$ cat src/rtl/rsenc_stream.sv
`default_nettype none
// ============================================================================
// Module   : rsenc_stream
// Purpose  : Streaming systematic Reed-Solomon encoder over GF(2^8)
//            (field polynomial x^8+x^7+x^2+x+1, alpha = 0x02), 4 parity
//            symbols, g(x) = (x+a)(x+a^2)(x+a^3)(x+a^4)
//                   = x^4 + 1E x^3 + D8 x^2 + CE x + 95.
//            Message bytes pass through unchanged, followed by the four
//            remainder bytes (highest degree first), with valid/ready flow
//            control on both sides and a single output register stage.
// Ports    : clk        rising-edge clock
//            clrn       asynchronous active-low reset
//            in_valid   in_data carries a message byte
//            in_ready   encoder takes in_data this cycle
//            in_data    message symbol, highest-degree coefficient first
//            out_valid  out_data valid
//            out_ready  downstream takes out_data this cycle
//            out_data   codeword symbol
//            out_par    out_data is a parity symbol
//            out_last   out_data is the last symbol of the codeword
//            abort      (RSENC_ABORT_EN only) drop the current frame
// Config   : MSG_LEN         message symbols per codeword (1..251)
//            RSENC_ABORT_EN  define to add the synchronous abort input
// Revision : 1.0 - initial release
// ============================================================================
module rsenc_stream #(
  parameter int MSG_LEN = 251
) (
  input  logic       clk,
  input  logic       clrn,
`ifdef RSENC_ABORT_EN
  input  logic       abort,
`endif
  input  logic       in_valid,
  output logic       in_ready,
  input  logic [7:0] in_data,
  output logic       out_valid,
  input  logic       out_ready,
  output logic [7:0] out_data,
  output logic       out_par,
  output logic       out_last
);

  localparam logic [0:0] ST_MSG   = 1'b0;
  localparam logic [0:0] ST_PAR   = 1'b1;

  localparam logic [7:0] LAST_MSG = 8'(MSG_LEN - 1);
  localparam logic [7:0] LAST_PAR = 8'd3;

  // Constant multipliers as linear maps: byte k of each table is
  // g_i * alpha^k, so g_i * x is the XOR of the columns selected by x's bits.
  //                                    a^7    a^6    a^5    a^4    a^3    a^2    a^1    a^0
  localparam logic [63:0] G3_COLS = {8'h36, 8'h1B, 8'hCE, 8'h67, 8'hF0, 8'h78, 8'h3C, 8'h1E};
  localparam logic [63:0] G2_COLS = {8'h7F, 8'hFC, 8'h7E, 8'h3F, 8'hDC, 8'h6E, 8'h37, 8'hD8};
  localparam logic [63:0] G1_COLS = {8'hDC, 8'h6E, 8'h37, 8'hD8, 8'h6C, 8'h36, 8'h1B, 8'hCE};
  localparam logic [63:0] G0_COLS = {8'hDE, 8'h6F, 8'hF4, 8'h7A, 8'h3D, 8'hDD, 8'hAD, 8'h95};

  function automatic logic [7:0] gf_mul_const(input logic [63:0] cols, input logic [7:0] x);
    logic [7:0] acc;
    acc = 8'h00;
    for (int i = 0; i < 8; i++) begin
      if (x[i]) acc = acc ^ cols[8*i +: 8];
    end
    return acc;
  endfunction

  logic [0:0] state;
  logic [0:0] state_nxt;
  logic [7:0] r3, r2, r1, r0;
  logic [7:0] cnt;

  logic       free;
  logic       accept;
  logic       par_issue;
  logic       kill;
  logic [7:0] fb;
  logic [7:0] fb_g3, fb_g2, fb_g1, fb_g0;

`ifdef RSENC_ABORT_EN
  assign kill = abort;
`else
  assign kill = 1'b0;
`endif

  // Feedback term of the division LFSR and its four constant products.
  assign fb    = in_data ^ r3;
  assign fb_g3 = gf_mul_const(G3_COLS, fb);
  assign fb_g2 = gf_mul_const(G2_COLS, fb);
  assign fb_g1 = gf_mul_const(G1_COLS, fb);
  assign fb_g0 = gf_mul_const(G0_COLS, fb);

  // --------------------------------------------------------------------------
  // FSM: state register
  // --------------------------------------------------------------------------
  always_ff @(posedge clk or negedge clrn) begin
    if (!clrn) begin
      state <= ST_MSG;
    end else begin
      state <= state_nxt;
    end
  end

  // --------------------------------------------------------------------------
  // FSM: next-state logic
  // --------------------------------------------------------------------------
  always_comb begin
    state_nxt = state;
    if (kill) begin
      state_nxt = ST_MSG;
    end else begin
      case (state)
        ST_MSG:  if (accept && (cnt == LAST_MSG)) state_nxt = ST_PAR;
        ST_PAR:  if (par_issue && (cnt == LAST_PAR)) state_nxt = ST_MSG;
        default: state_nxt = ST_MSG;
      endcase
    end
  end

  // --------------------------------------------------------------------------
  // FSM: outputs / handshake decode
  // The output register may be refilled whenever it is empty or being
  // drained this cycle; in_ready deliberately ignores in_valid.
  // --------------------------------------------------------------------------
  always_comb begin
    free      = !out_valid | out_ready;
    in_ready  = (state == ST_MSG) & free;
    accept    = in_valid & in_ready & !kill;
    par_issue = (state == ST_PAR) & free & !kill;
  end

  // --------------------------------------------------------------------------
  // Datapath: LFSR, symbol counter and output register
  // --------------------------------------------------------------------------
  always_ff @(posedge clk or negedge clrn) begin
    if (!clrn) begin
      r3        <= 8'h00;
      r2        <= 8'h00;
      r1        <= 8'h00;
      r0        <= 8'h00;
      cnt       <= 8'h00;
      out_valid <= 1'b0;
      out_data  <= 8'h00;
      out_par   <= 1'b0;
      out_last  <= 1'b0;
    end else if (kill) begin
      // Abort wins over everything, including a stalled output symbol.
      r3        <= 8'h00;
      r2        <= 8'h00;
      r1        <= 8'h00;
      r0        <= 8'h00;
      cnt       <= 8'h00;
      out_valid <= 1'b0;
      out_data  <= 8'h00;
      out_par   <= 1'b0;
      out_last  <= 1'b0;
    end else if (accept) begin
      r3        <= r2 ^ fb_g3;
      r2        <= r1 ^ fb_g2;
      r1        <= r0 ^ fb_g1;
      r0        <= fb_g0;
      out_valid <= 1'b1;
      out_data  <= in_data;
      out_par   <= 1'b0;
      out_last  <= 1'b0;
      cnt       <= (cnt == LAST_MSG) ? 8'h00 : cnt + 8'd1;
    end else if (par_issue) begin
      // Shift the remainder out r3 first; zero-fill leaves the LFSR clear
      // after the fourth symbol so the next frame can start immediately.
      r3        <= r2;
      r2        <= r1;
      r1        <= r0;
      r0        <= 8'h00;
      out_valid <= 1'b1;
      out_data  <= r3;
      out_par   <= 1'b1;
      out_last  <= (cnt == LAST_PAR);
      cnt       <= (cnt == LAST_PAR) ? 8'h00 : cnt + 8'd1;
    end else if (free) begin
      // Slot drained with nothing new to place in it.
      out_valid <= 1'b0;
    end
  end

endmodule
`default_nettype wire

$ cat config.mk
export PLATFORM = sky130hd
export DESIGN_NAME = rsenc_stream
export DESIGN_NICKNAME = d
export VERILOG_FILES = /design/src/rtl/rsenc_stream.sv
export SDC_FILE = /design/constraint.sdc
export NUM_CORES = 1
export LEC_CHECK = 0
export CAP_MARGIN = 20
export CORE_ASPECT_RATIO = 0.5
export CORE_MARGIN = 8
export CORE_UTILIZATION = 35
export CTS_CLUSTER_DIAMETER = 120
export DETAILED_ROUTE_END_ITERATION = 10
export MAX_ROUTING_LAYER = met4
export PLACE_DENSITY = 0.5
export SLEW_MARGIN = 10
export SYNTH_ARGS = -nofsm -noshare
export SYNTH_HDL_FRONTEND = slang
export SYNTH_SLANG_ARGS = --single-unit
export TNS_END_PERCENT = 20
$ cat constraint.sdc
create_clock -name clk -period 5 [get_ports clk]
set_input_delay 1 -clock clk [delete_from_list [all_inputs] [get_ports clk]]
set_output_delay 1 -clock clk [all_outputs]
set_load 0.02 [all_outputs]
==> summary.txt, run 1 <==
Placement
  • Worst slack at placement: 1.62 ns
  • DP Wirelength: 5230 um
  • Buffers on Ports: 23
  • GPL Wtd Cong: 0.758
  • Area of placed instances: 0.00350 sq mm

Critical path
  • CP required: 4.00 ns
  • RR Startpoint: r3[2]
  • Terminus of the critical flop-to-flop path: r2[3]
  • Worst-path fanout max: 5
  • Kind of critical path: input port to primary output
  • Reg2Reg Setup Slack: ~2.7 ns
  • R2R cell count: 5
  • Arr. time, crit path: roughly 2.3 ns
  • Worst setup SP type: input port
  • Setup crit end kind: primary output

GRT
  • Grt total ovfl: 0
  • Initial antenna violation count: 0
  • Vias in the first global route: between 2000 and 2500
  • Gr usage total: 12.7%
  • Global-route wire length before repair: 12200 um
  • Pin count of the biggest net entering global routing: 54

Clock network
  • Clk sinks: 52
  • H-tree level count: 2
  • CTS tree: yes
  • CTS buffer count: 5
  • Clock Tree Root: clkbuf_16
  • Max Buffers Root-to-Sink: 2
  • Post_cts resized: 0
  • Cts hold-fix bufs: 0
  • Worst-skew pair later-pin latency: 0.29 ns
  • Reg clk slew, reported paths: 0.07 ns
  • Post-CTS setup buffer count: 0

Power
  • Power Internal: between 0.0015 and 0.002 W
  • Sw Ratio: about 42%
  • IR drop worst, VDD: ~300 uV
  • Sw Pwr: 0.00129 W
  • Pleak: 1.52 nW
  • PwrDens: 834 mW/mm^2
  • Seq pwr share: approximately a quarter
  • Logic pwr share: 63.6%
  • Clock power share: between 10% and 20%

Route
  • Post-route ant nets: 0
  • Via/cell ratio: 5.18
  • Final wirelength: 7500 um
  • Initial drt markers: 113
  • DRT met1 WL: 3890 um
  • DR top layer: met4
  • Post-route DRC: 0
  • Met3 routed wirelength: between 300 and 400 um
  • WL met2: between 3000 and 4000 um
  • DR vias: 2259
  • DR pass1 iterations: 4
  • Wire per inst: 17.2 um

Logic synthesis
  • Post-Syn Nets: 314
  • Cell count after synthesis: 300
  • FF+latch count, synth: 52
  • Post-synthesis sequential area ratio: 41.3%
  • Main synth FF type: dfrtp_1
  • Main area contributors after synthesis: dfrtp_1 (41%), xnor2_1 (7.8%), xnor3_1 (5.7%), nand2_1 (4.3%), xnor2_4 (3.5%)
  • Leading area contributor after synthesis: dfrtp_1
  • Cell Area, Synth: 0.00315 sq mm
  • Syn Area/Cell: between 10 and 15 sq um
  • Synth warn: 0
  • Yosys top cell area share: 41.3%
  • Number of synthesized flops with an enable pin: 0
  • Ys async rst share: between 90% and 100%
  • Count of different cell masters after synthesis: 48

STA
  • Final hold vios: 0
  • Slew headroom: between 30% and 40%
  • RSZ-0062 raised after global routing: no
  • Slew @ Worst Pin: roughly 1 ns
  • Worst Slack Setup Final: around 1.7 ns
  • Tmin final: approximately 3.3 ns
  • Fin Clk Skew: 0.00590 ns
  • Period utilization: 66.0%
  • Number of setup violations in the final report: 0
  • Slew Limit Fails: 0
  • Fin Setup TNS: 0 ns
  • Max Fclk: 303 MHz

Floorplan
  • Row Count: 24
  • Chip Height: roughly 83 um
  • Starting Density: 36.1%
  • Core ar.: 0.00871 sq mm
  • Die area: 0.0125 sq mm
  • Die width: 150 um
  • IO Count: 24

Final layout
  • Fin util: a little over two fifths
  • Design area: between 0.003 and 0.004 sq mm
  • Layout cells sized above 1: 9.09%
  • Antenna diodes: 0
  • Layout Nets: 333
  • Fillers: 841
  • Area growth syn-to-layout: 16.1%

Hold path
  • Hold_sp: out_data[5]
  • Hold Path Stages: 2
  • End of the worst hold path: out_data[5]
  • Worst hold-check path type: flop to flop

Run status
  • Status: finished, final reports clean

Flow run
  • Max_cap viols: 0
## worst max-delay path by stage
stage,from,to,slack (ns),depth (start not counted)
5_1_grt,out_ready,in_ready,1.63,4
3_5_place_dp,in_data[2],r2[3],1.62,6
2_1_floorplan,in_data[2],r2[3],2.33,5
6_report,out_ready,in_ready,1.70,4
4_1_cts,out_ready,in_ready,1.68,4
3_3_place_gp,in_data[2],r2[3],1.66,6
## Yosys cell counts (4+ instances only)
master	number
xnor2_1	28
xnor3_1	8
a21oi_1	6
nor2_1	20
a22oi_1	9
nor3_1	5
xnor2_4	4
or3_1	10
o311ai_0	4
nand3_1	14
dfrtp_1	52
nand2_1	36
a31oi_1	9
xor2_1	4
clkbuf_1	14
o21ai_0	19
o211ai_1	7
## cells in the final DEF (no fill, tap or decap), types with 3 or more instances in the layout
cell             netlist  routed
a21o_1                 3       3
a21oi_1                6       6
a22oi_1                9       9
a31oi_1                9       9
buf_4                  0       4
clkbuf_16              0       5
clkdlybuf4s50_1        0      22
dfrtp_1               52      52
nand2_1               36      36
nand2b_1               3       3
nand3_1               14      14
nand3b_1               3       3
nor2_1                20      20
nor3_1                 5       5
o211ai_1               7       7
o21a_1                 3       3
o21ai_0               19      19
o311ai_0               4       4
or3_1                 10      10
xnor2_1               28      28
xnor2_2                3       3
xnor2_4                4       4
xnor3_1                8       8
xor2_1                 4       4
## final cells by class
class | count | area, sq um | share of cell area, %
clock buffer | 7 | 153 | 4.18
inverter | 2 | 7.51 | 0.205
multi-input combinational | 230 | 1780 | 48.6
sequential | 52 | 1300 | 35.6
tap | 117 | 146 | 4.00
timing repair buffer | 28 | 270 | 7.39
## logic make-up (layout without fill, tap and decap cells)
logic type / count (synthesis) / count (layout) / synth area share (%)
adder cells (fa/ha/maj): 2 / 2 / 0.795
XOR/XNOR: 54 / 54 / 24.6
flip-flops: 52 / 52 / 41.3
AND/OR/NAND/NOR: 98 / 98 / 14.5
buffers and inverters: 18 / 37 / 2.19
AO/OA/AOI/OAI: 76 / 76 / 16.6
## flip-flops by register name, indices dropped and copies added, names as in the netlist
name       cells
out_last       1
r0             8
out_par        1
r2             8
out_data       8
r3             8
cnt            8
state          1
r1             8
out_valid      1
## power groups by stage
stage,logic (W),clock network [W],registers [W]
floorplan,0.00146,0,0.000744
detailed placement,0.00193,0,0.000757
CTS,0.00195,0.000378,0.000750
global route,0.00209,0.000398,0.000777
finish,0.00194,0.000361,0.000749
global placement,0.00192,0,0.000751
## per-stage QoR
stage,hold slack (ns),total power [W],std cells
3_3_place_gp,0.458,0.00268,428
2_1_floorplan,0.458,0.00221,300
5_1_grt,0.493,0.00326,436
6_report,0.474,0.00305,436
4_1_cts,0.479,0.00308,436
3_5_place_dp,0.462,0.00269,429
## worst max-delay path: stages
cell and delay, ns:
clkdlybuf4s50_1 0.41, nor2b_1 0.26, nor2_1 0.07, clkdlybuf4s50_1 0.55
## metal layers
metal,up-vias,GRT usage [%]
met5,-,-
met4,0,2.97
met3,2,3.25
met2,40,17.4
met1,1100,18.3
li1,1117,-
(Power assumes the default switching activity.)
==> run 2, diff against run 1 <==
--- a/config.mk
+++ b/config.mk
@@ -12,7 +12,7 @@
 export CTS_CLUSTER_DIAMETER = 120
 export DETAILED_ROUTE_END_ITERATION = 10
 export MAX_ROUTING_LAYER = met4
-export PLACE_DENSITY = 0.5
+export PLACE_DENSITY = 0.52
 export SLEW_MARGIN = 10
 export SYNTH_ARGS = -nofsm -noshare
 export SYNTH_HDL_FRONTEND = slang
==> constraint.sdc (replaced) <==
create_clock -name clk -period 2.91 [get_ports clk]
set_input_delay 0.582 -clock clk [delete_from_list [all_inputs] [get_ports clk]]
set_output_delay 0.582 -clock clk [all_outputs]
set_load 0.02 [all_outputs]
==> summary.txt, run 2 (same netlist as run 1, synthesis figures left out) <==
Floorplan
  • Row Count: 24 (unchanged)
  • Core ar.: 0.00871 sq mm (unchanged)
  • IO Count: 24 (unchanged)
  • Starting Density: 36.1% (unchanged)
  • Chip Height: 83.1 um (unchanged)
  • Die width: 150 um (unchanged)
  • Die area: 0.0125 sq mm (unchanged)

Critical path
  • Kind of critical path: input port to flop (was input port to primary output)
  • Crit path largest cell delay: 0.57 ns (was 0.55 ns)
  • Setup crit end kind: flop (was primary output)
  • Worst setup SP type: input port (unchanged)
  • Worst-path fanout max: 7 (was 5)
  • Crit-path cells: clkdlybuf4s50_1, xor2_2, xnor3_2, xnor3_1, a22o_1, a21o_1 (was clkdlybuf4s50_1, nor2b_1, nor2_1, clkdlybuf4s50_1)
  • CP required: 3.10 ns (was 4.00 ns)
  • Arr. time, crit path: 2.69 ns (was 2.30 ns)
  • Reg2Reg Setup Slack: 0.74 ns (was 2.71 ns)
  • Slowest-stage cell, CP: xnor3_2 (was clkdlybuf4s50_1)

Route
  • DR top layer: met4 (unchanged)
  • WL met2: 3200 um (was 3220 um)
  • Via/cell ratio: 5.25 (was 5.18)
  • DRT met1 WL: 3760 um (was 3890 um)
  • Final wirelength: 7430 um (was 7500 um)
  • Initial drt markers: 203 (was 113)
  • Post-route DRC: 0 (unchanged)
  • DR vias: 2373 (was 2259)
  • DR pass1 iterations: 5 (was 4)
  • Met3 routed wirelength: 382 um (was 363 um)
  • Wire per inst: 16.4 um (was 17.2 um)
  • Post-route ant nets: 0 (unchanged)

Placement
  • Worst slack at placement: 0.0970 ns (was 1.62 ns)
  • DP Wirelength: 5290 um (was 5230 um)
  • GPL Wtd Cong: 0.771 (was 0.758)
  • Buffers on Ports: 23 (unchanged)

STA
  • Max Fclk: roughly 400 MHz
  • Worst Slack Setup Final: 0.408 ns (was 1.70 ns)
  • Tmin final: 2.50 ns
  • Fin Setup TNS: 0 ns (unchanged)
  • RSZ-0062 raised after global routing: no (unchanged)
  • Fin Clk Skew: 0.00244 ns (was 0.00590 ns)
  • Final hold vios: 0 (unchanged)
  • Slew headroom: 42.4% (was 33.0%)
  • Slew @ Worst Pin: 0.863 ns (was 1.00 ns)
  • Slew Limit Fails: 0 (unchanged)
  • Number of setup violations in the final report: 0 (unchanged)
  • Period utilization: 86.0%
  • WHS: 0.396 ns (was 0.474 ns)

Clock network
  • Post_cts resized: 0 (unchanged)
  • Post-CTS setup buffer count: 0 (unchanged)
  • Clk sinks: 52 (unchanged)
  • Clock Tree Root: clkbuf_16 (unchanged)
  • Max Buffers Root-to-Sink: 2 (unchanged)
  • H-tree level count: 2 (unchanged)
  • Worst-skew pair later-pin latency: 0.29 ns (about the same)
  • Cts hold-fix bufs: 0 (unchanged)
  • CTS buffer count: 5 (unchanged)
  • CTS tree: yes (unchanged)
  • Reg clk slew, reported paths: 0.06 ns (was 0.07 ns)

Power
  • Clock power share: 11.4% (was 11.9%)
  • Sw Pwr: 0.00215 W (was 0.00129 W)
  • Pleak: 1.59 nW (was 1.52 nW)
  • Seq pwr share: 24.3% (was 24.6%)
  • Logic pwr share: 64.3% (was 63.6%)
  • PwrDens: 1410 mW/mm^2 (was 834 mW/mm^2)
  • Sw Ratio: 40.5% (was 42.3%)
  • IR drop worst, VDD: 587 uV (was 301 uV)
  • Power Internal: 0.00315 W (was 0.00176 W)

GRT
  • Global-route wire length before repair: 12400 um (was 12200 um)
  • Grt total ovfl: 0 (unchanged)
  • Pin count of the biggest net entering global routing: 53 (was 54)
  • Vias in the first global route: 2284 (was 2176)
  • Gr usage total: 13.0% (was 12.7%)
  • Initial antenna violation count: 0 (unchanged)

Hold path
  • Worst hold-check path type: input port to async pin (was flop to flop)

Run status
  • Status: finished, final reports clean (unchanged)

Final layout
  • Layout Nets: 348 (was 333)
  • Fillers: 816 (was 841)
  • Area growth syn-to-layout: 19.7% (was 16.1%)
  • Antenna diodes: 0 (unchanged)
  • Fin util: 43.3% (was 42.0%)
  • Layout cells sized above 1: 12.8% (was 9.09%)
  • Commonest cells after routing, fill and taps aside: dfrtp_1 (52), nand2_1 (36), xnor2_1 (28), clkdlybuf4s50_1 (22), nor2_1 (20) (unchanged)
  • Commonest non-fill, non-tap cell in the layout: dfrtp_1 (unchanged)

Flow run
  • Max_cap viols: 0 (unchanged)
[run 2: final timing paths]
path	from	to	cells after the start
setup / recovery	in_data[3]	r2[4]	6
hold / removal	clrn	out_valid	1
setup reg to reg	r3[0]	r2[4]	5
hold reg to reg	out_data[7]	out_data[7]	2
max in group asynchronous	clrn	r2[7]	2
min in group clk	out_data[7]	out_data[7]	2
[run 2: final cells by class]
class / instances / area (sq um) / share of cell area [%]
clock buffers: 8 / 146 / 3.89
well taps: 117 / 146 / 3.89
inverters: 2 / 7.51 / 0.199
flip-flops and latches: 52 / 1300 / 34.5
multi-input cells: 230 / 1780 / 47.2
repair buffers: 43 / 388 / 10.3
[run 2: power by group through the flow]
stage / sequential [W] / combinational (W) / clock, W
final: 0.00129 / 0.00341 / 0.000605
after global routing: 0.00133 / 0.00374 / 0.000659
after CTS: 0.00129 / 0.00345 / 0.000625
after detailed placement: 0.00130 / 0.00342 / 0
after global placement: 0.00129 / 0.00341 / 0
after floorplan: 0.00128 / 0.00251 / 0
[run 2: stage by stage]
step	power (W)	std cells	cell area, sq um
floorplan	0.00379	300	3150
global placement	0.00470	444	3620
detailed placement	0.00472	444	3620
CTS	0.00536	452	3770
global route	0.00573	452	3770
finish	0.00530	452	3770
[run 2: layer usage]
| metal | vias to the layer above | global-route usage (%) |
|---|---|---|
| met5 | - | - |
| met4 | 0 | 4.32 |
| met3 | 4 | 3.14 |
| met2 | 43 | 18.0 |
| met1 | 1174 | 18.1 |
| li1 | 1152 | - |
[run 2: worst max-delay path: cells and delay by family]
family / cells / cell delay (ns)
AOI/OAI and AO/OA: 2 / 0.34
xor gates and xnor gates: 3 / 1.24
buffers and inverters: 1 / 0.52
==> run 3, diff against run 2 <==
--- a/config.mk
+++ b/config.mk
@@ -9,6 +9,7 @@
 export CORE_ASPECT_RATIO = 0.5
 export CORE_MARGIN = 8
 export CORE_UTILIZATION = 35
+export CTS_BUF_LIST = sky130_fd_sc_hd__clkbuf_16
 export CTS_CLUSTER_DIAMETER = 120
 export DETAILED_ROUTE_END_ITERATION = 10
 export MAX_ROUTING_LAYER = met4
==> summary.txt, run 3 (same netlist as run 1, synthesis figures left out) <==
Clock network
  • Cts hold-fix bufs: 0 (unchanged)
  • Post_cts resized: 0 (unchanged)
  • Max Buffers Root-to-Sink: 2 (unchanged)
  • Clk sinks: 52 (unchanged)
  • CTS tree: yes (unchanged)
  • Clock Tree Root: clkbuf_16 (unchanged)
  • Post-CTS setup buffer count: 0 (unchanged)
  • Worst-skew pair later-pin latency: 0.29 ns (about the same)
  • Reg clk slew, reported paths: 0.07 ns (was 0.06 ns)
  • CTS buffer count: 5 (unchanged)
  • H-tree level count: 2 (unchanged)

STA
  • RSZ-0062 raised after global routing: no (unchanged)
  • Max Fclk: 400 MHz (about the same)
  • Slew Limit Fails: 0 (unchanged)
  • Slew headroom: 42.4% (about the same)
  • WHS: 0.396 ns (about the same)
  • Tmin final: 2.50 ns (about the same)
  • Worst Slack Setup Final: 0.410 ns (was 0.408 ns)
  • Fin Setup TNS: 0 ns (unchanged)
  • Number of setup violations in the final report: 0 (unchanged)
  • Period utilization: 85.9% (was 86.0%)
  • Fin Clk Skew: 0.00327 ns (was 0.00244 ns)
  • Slew @ Worst Pin: 0.865 ns (was 0.863 ns)
  • Final hold vios: 0 (unchanged)

GRT
  • Gr usage total: 13.0% (about the same)
  • Vias in the first global route: 2295 (was 2284)
  • Global-route wire length before repair: 12400 um (about the same)
  • Initial antenna violation count: 0 (unchanged)
  • Grt total ovfl: 0 (unchanged)
  • Pin count of the biggest net entering global routing: 53 (unchanged)

Critical path
  • Setup crit end kind: flop (unchanged)
  • Slowest-stage cell, CP: xnor3_2 (unchanged)
  • Crit path largest cell delay: 0.51 ns (was 0.57 ns)
  • Crit-path cells: clkdlybuf4s50_1, xnor2_2, xnor3_2, xnor3_1, a22o_1, a21o_1 (was clkdlybuf4s50_1, xor2_2, xnor3_2, xnor3_1, a22o_1, a21o_1)
  • Arr. time, crit path: 2.69 ns (about the same)
  • CP required: 3.10 ns (about the same)
  • Worst-path fanout max: 7 (unchanged)
  • Worst setup SP type: input port (unchanged)
  • Kind of critical path: input port to flop (unchanged)

Route
  • Initial drt markers: 172 (was 203)
  • Post-route DRC: 0 (unchanged)
  • DR vias: 2351 (was 2373)
  • Final wirelength: 7440 um (was 7430 um)
  • DR pass1 iterations: 5 (unchanged)
  • Wire per inst: 16.5 um (was 16.4 um)
  • Post-route ant nets: 0 (unchanged)
  • Via/cell ratio: 5.20 (was 5.25)

Final layout
  • Commonest cells after routing, fill and taps aside: dfrtp_1 (52), nand2_1 (36), xnor2_1 (28), clkdlybuf4s50_1 (22), nor2_1 (20) (unchanged)
  • Commonest non-fill, non-tap cell in the layout: dfrtp_1 (unchanged)
  • Layout cells sized above 1: 12.5% (was 12.8%)
  • Post-layout instance count excluding filler cells: 452 (unchanged)
  • Fillers: 820 (was 816)
  • Footprint of the multi-input gates: 0.00178 sq mm (unchanged)
  • Layout Nets: 348 (unchanged)
  • Area growth syn-to-layout: 19.4% (was 19.7%)
  • FF/Latch Area: 0.00130 sq mm (unchanged)
  • Antenna diodes: 0 (unchanged)

Power
  • PwrDens: 1400 mW/mm^2 (was 1410 mW/mm^2)
  • Pwr Total: 0.00526 W (was 0.00530 W)
  • IR drop worst, VDD: 586 uV (was 587 uV)
  • Pleak: 1.60 nW (was 1.59 nW)

Placement
  • Placed cells: 444 (unchanged)
  • Worst slack at placement: 0.0970 ns (unchanged)
  • Buffers on Ports: 23 (unchanged)
  • GPL Wtd Cong: 0.771 (unchanged)
  • DP Wirelength: 5290 um (unchanged)

Floorplan
  • Core ar.: 0.00871 sq mm (unchanged)
  • IO Count: 24 (unchanged)
  • Row Count: 24 (unchanged)
  • Die width: 150 um (unchanged)
  • Die area: 0.0125 sq mm (unchanged)
  • Starting Density: 36.1% (unchanged)
  • Chip Height: 83.1 um (unchanged)

Flow run
  • Max_cap viols: 0 (unchanged)

Hold path
  • Worst hold-check path type: input port to async pin (unchanged)

Run status
  • Status: finished, final reports clean (unchanged)
-- run 3: metrics by stage --
| stage | cell area, sq um | utilization (%) |
|---|---|---|
| 2_1_floorplan | 3150 | - |
| 3_3_place_gp | 3620 | 41.6 |
| 3_5_place_dp | 3620 | 41.6 |
| 4_1_cts | 3760 | 43.1 |
| 5_1_grt | 3760 | 43.1 |
| 6_report | 3760 | 43.1 |
-- run 3: path summary, 6_finish.rpt --
| path | slack [ns] | end | from | cells past startpoint |
|---|---|---|---|---|
| setup / recovery | 0.41 | r2[4] | in_data[0] | 6 |
| min in group clk | 0.48 | out_data[7] | out_data[7] | 2 |
| setup reg to reg | 0.74 | r2[4] | r3[0] | 5 |
| hold / removal | 0.40 | out_valid | clrn | 1 |
| max in group asynchronous | 1.76 | r2[7] | clrn | 2 |
| hold reg to reg | 0.48 | out_data[7] | out_data[7] | 2 |
-- run 3: cell type report --
type	instances	area share, %
Inverter	2	0.200
Sequential cell	52	34.6
Tap cell	117	3.90
Timing Repair Buffer	43	10.3
Clock buffer	5	3.33
Multi-Input combinational cell	230	47.3
Clock inverter	3	0.300
-- run 3: where the power goes --
group | leakage, nW | total (W) | switching (W) | internal, W
Combinational | 0.889 | 0.00341 | 0.00160 | 0.00181
Sequential | 0.632 | 0.00129 | 0.000285 | 0.00100
Clock | 0.0738 | 0.000571 | 0.000261 | 0.000310
-- run 3: worst max-delay path: cells and delay by family --
kind	cells	cell delay (ns)
AO/OA/AOI/OAI	2	0.34
XOR/XNOR	3	1.27
buffers and inverters	1	0.49
-- run 3: per-layer routing --
metal	GRT usage [%]	wire (um)	vias to the layer above	part of all wire, %
met1	18.0	3720	1144	50
met2	18.1	3190	50	43
met4	4.32	85	0	1.1
li1	-	-	1153	-
met5	-	0	-	0
met3	3.14	441	4	5.9
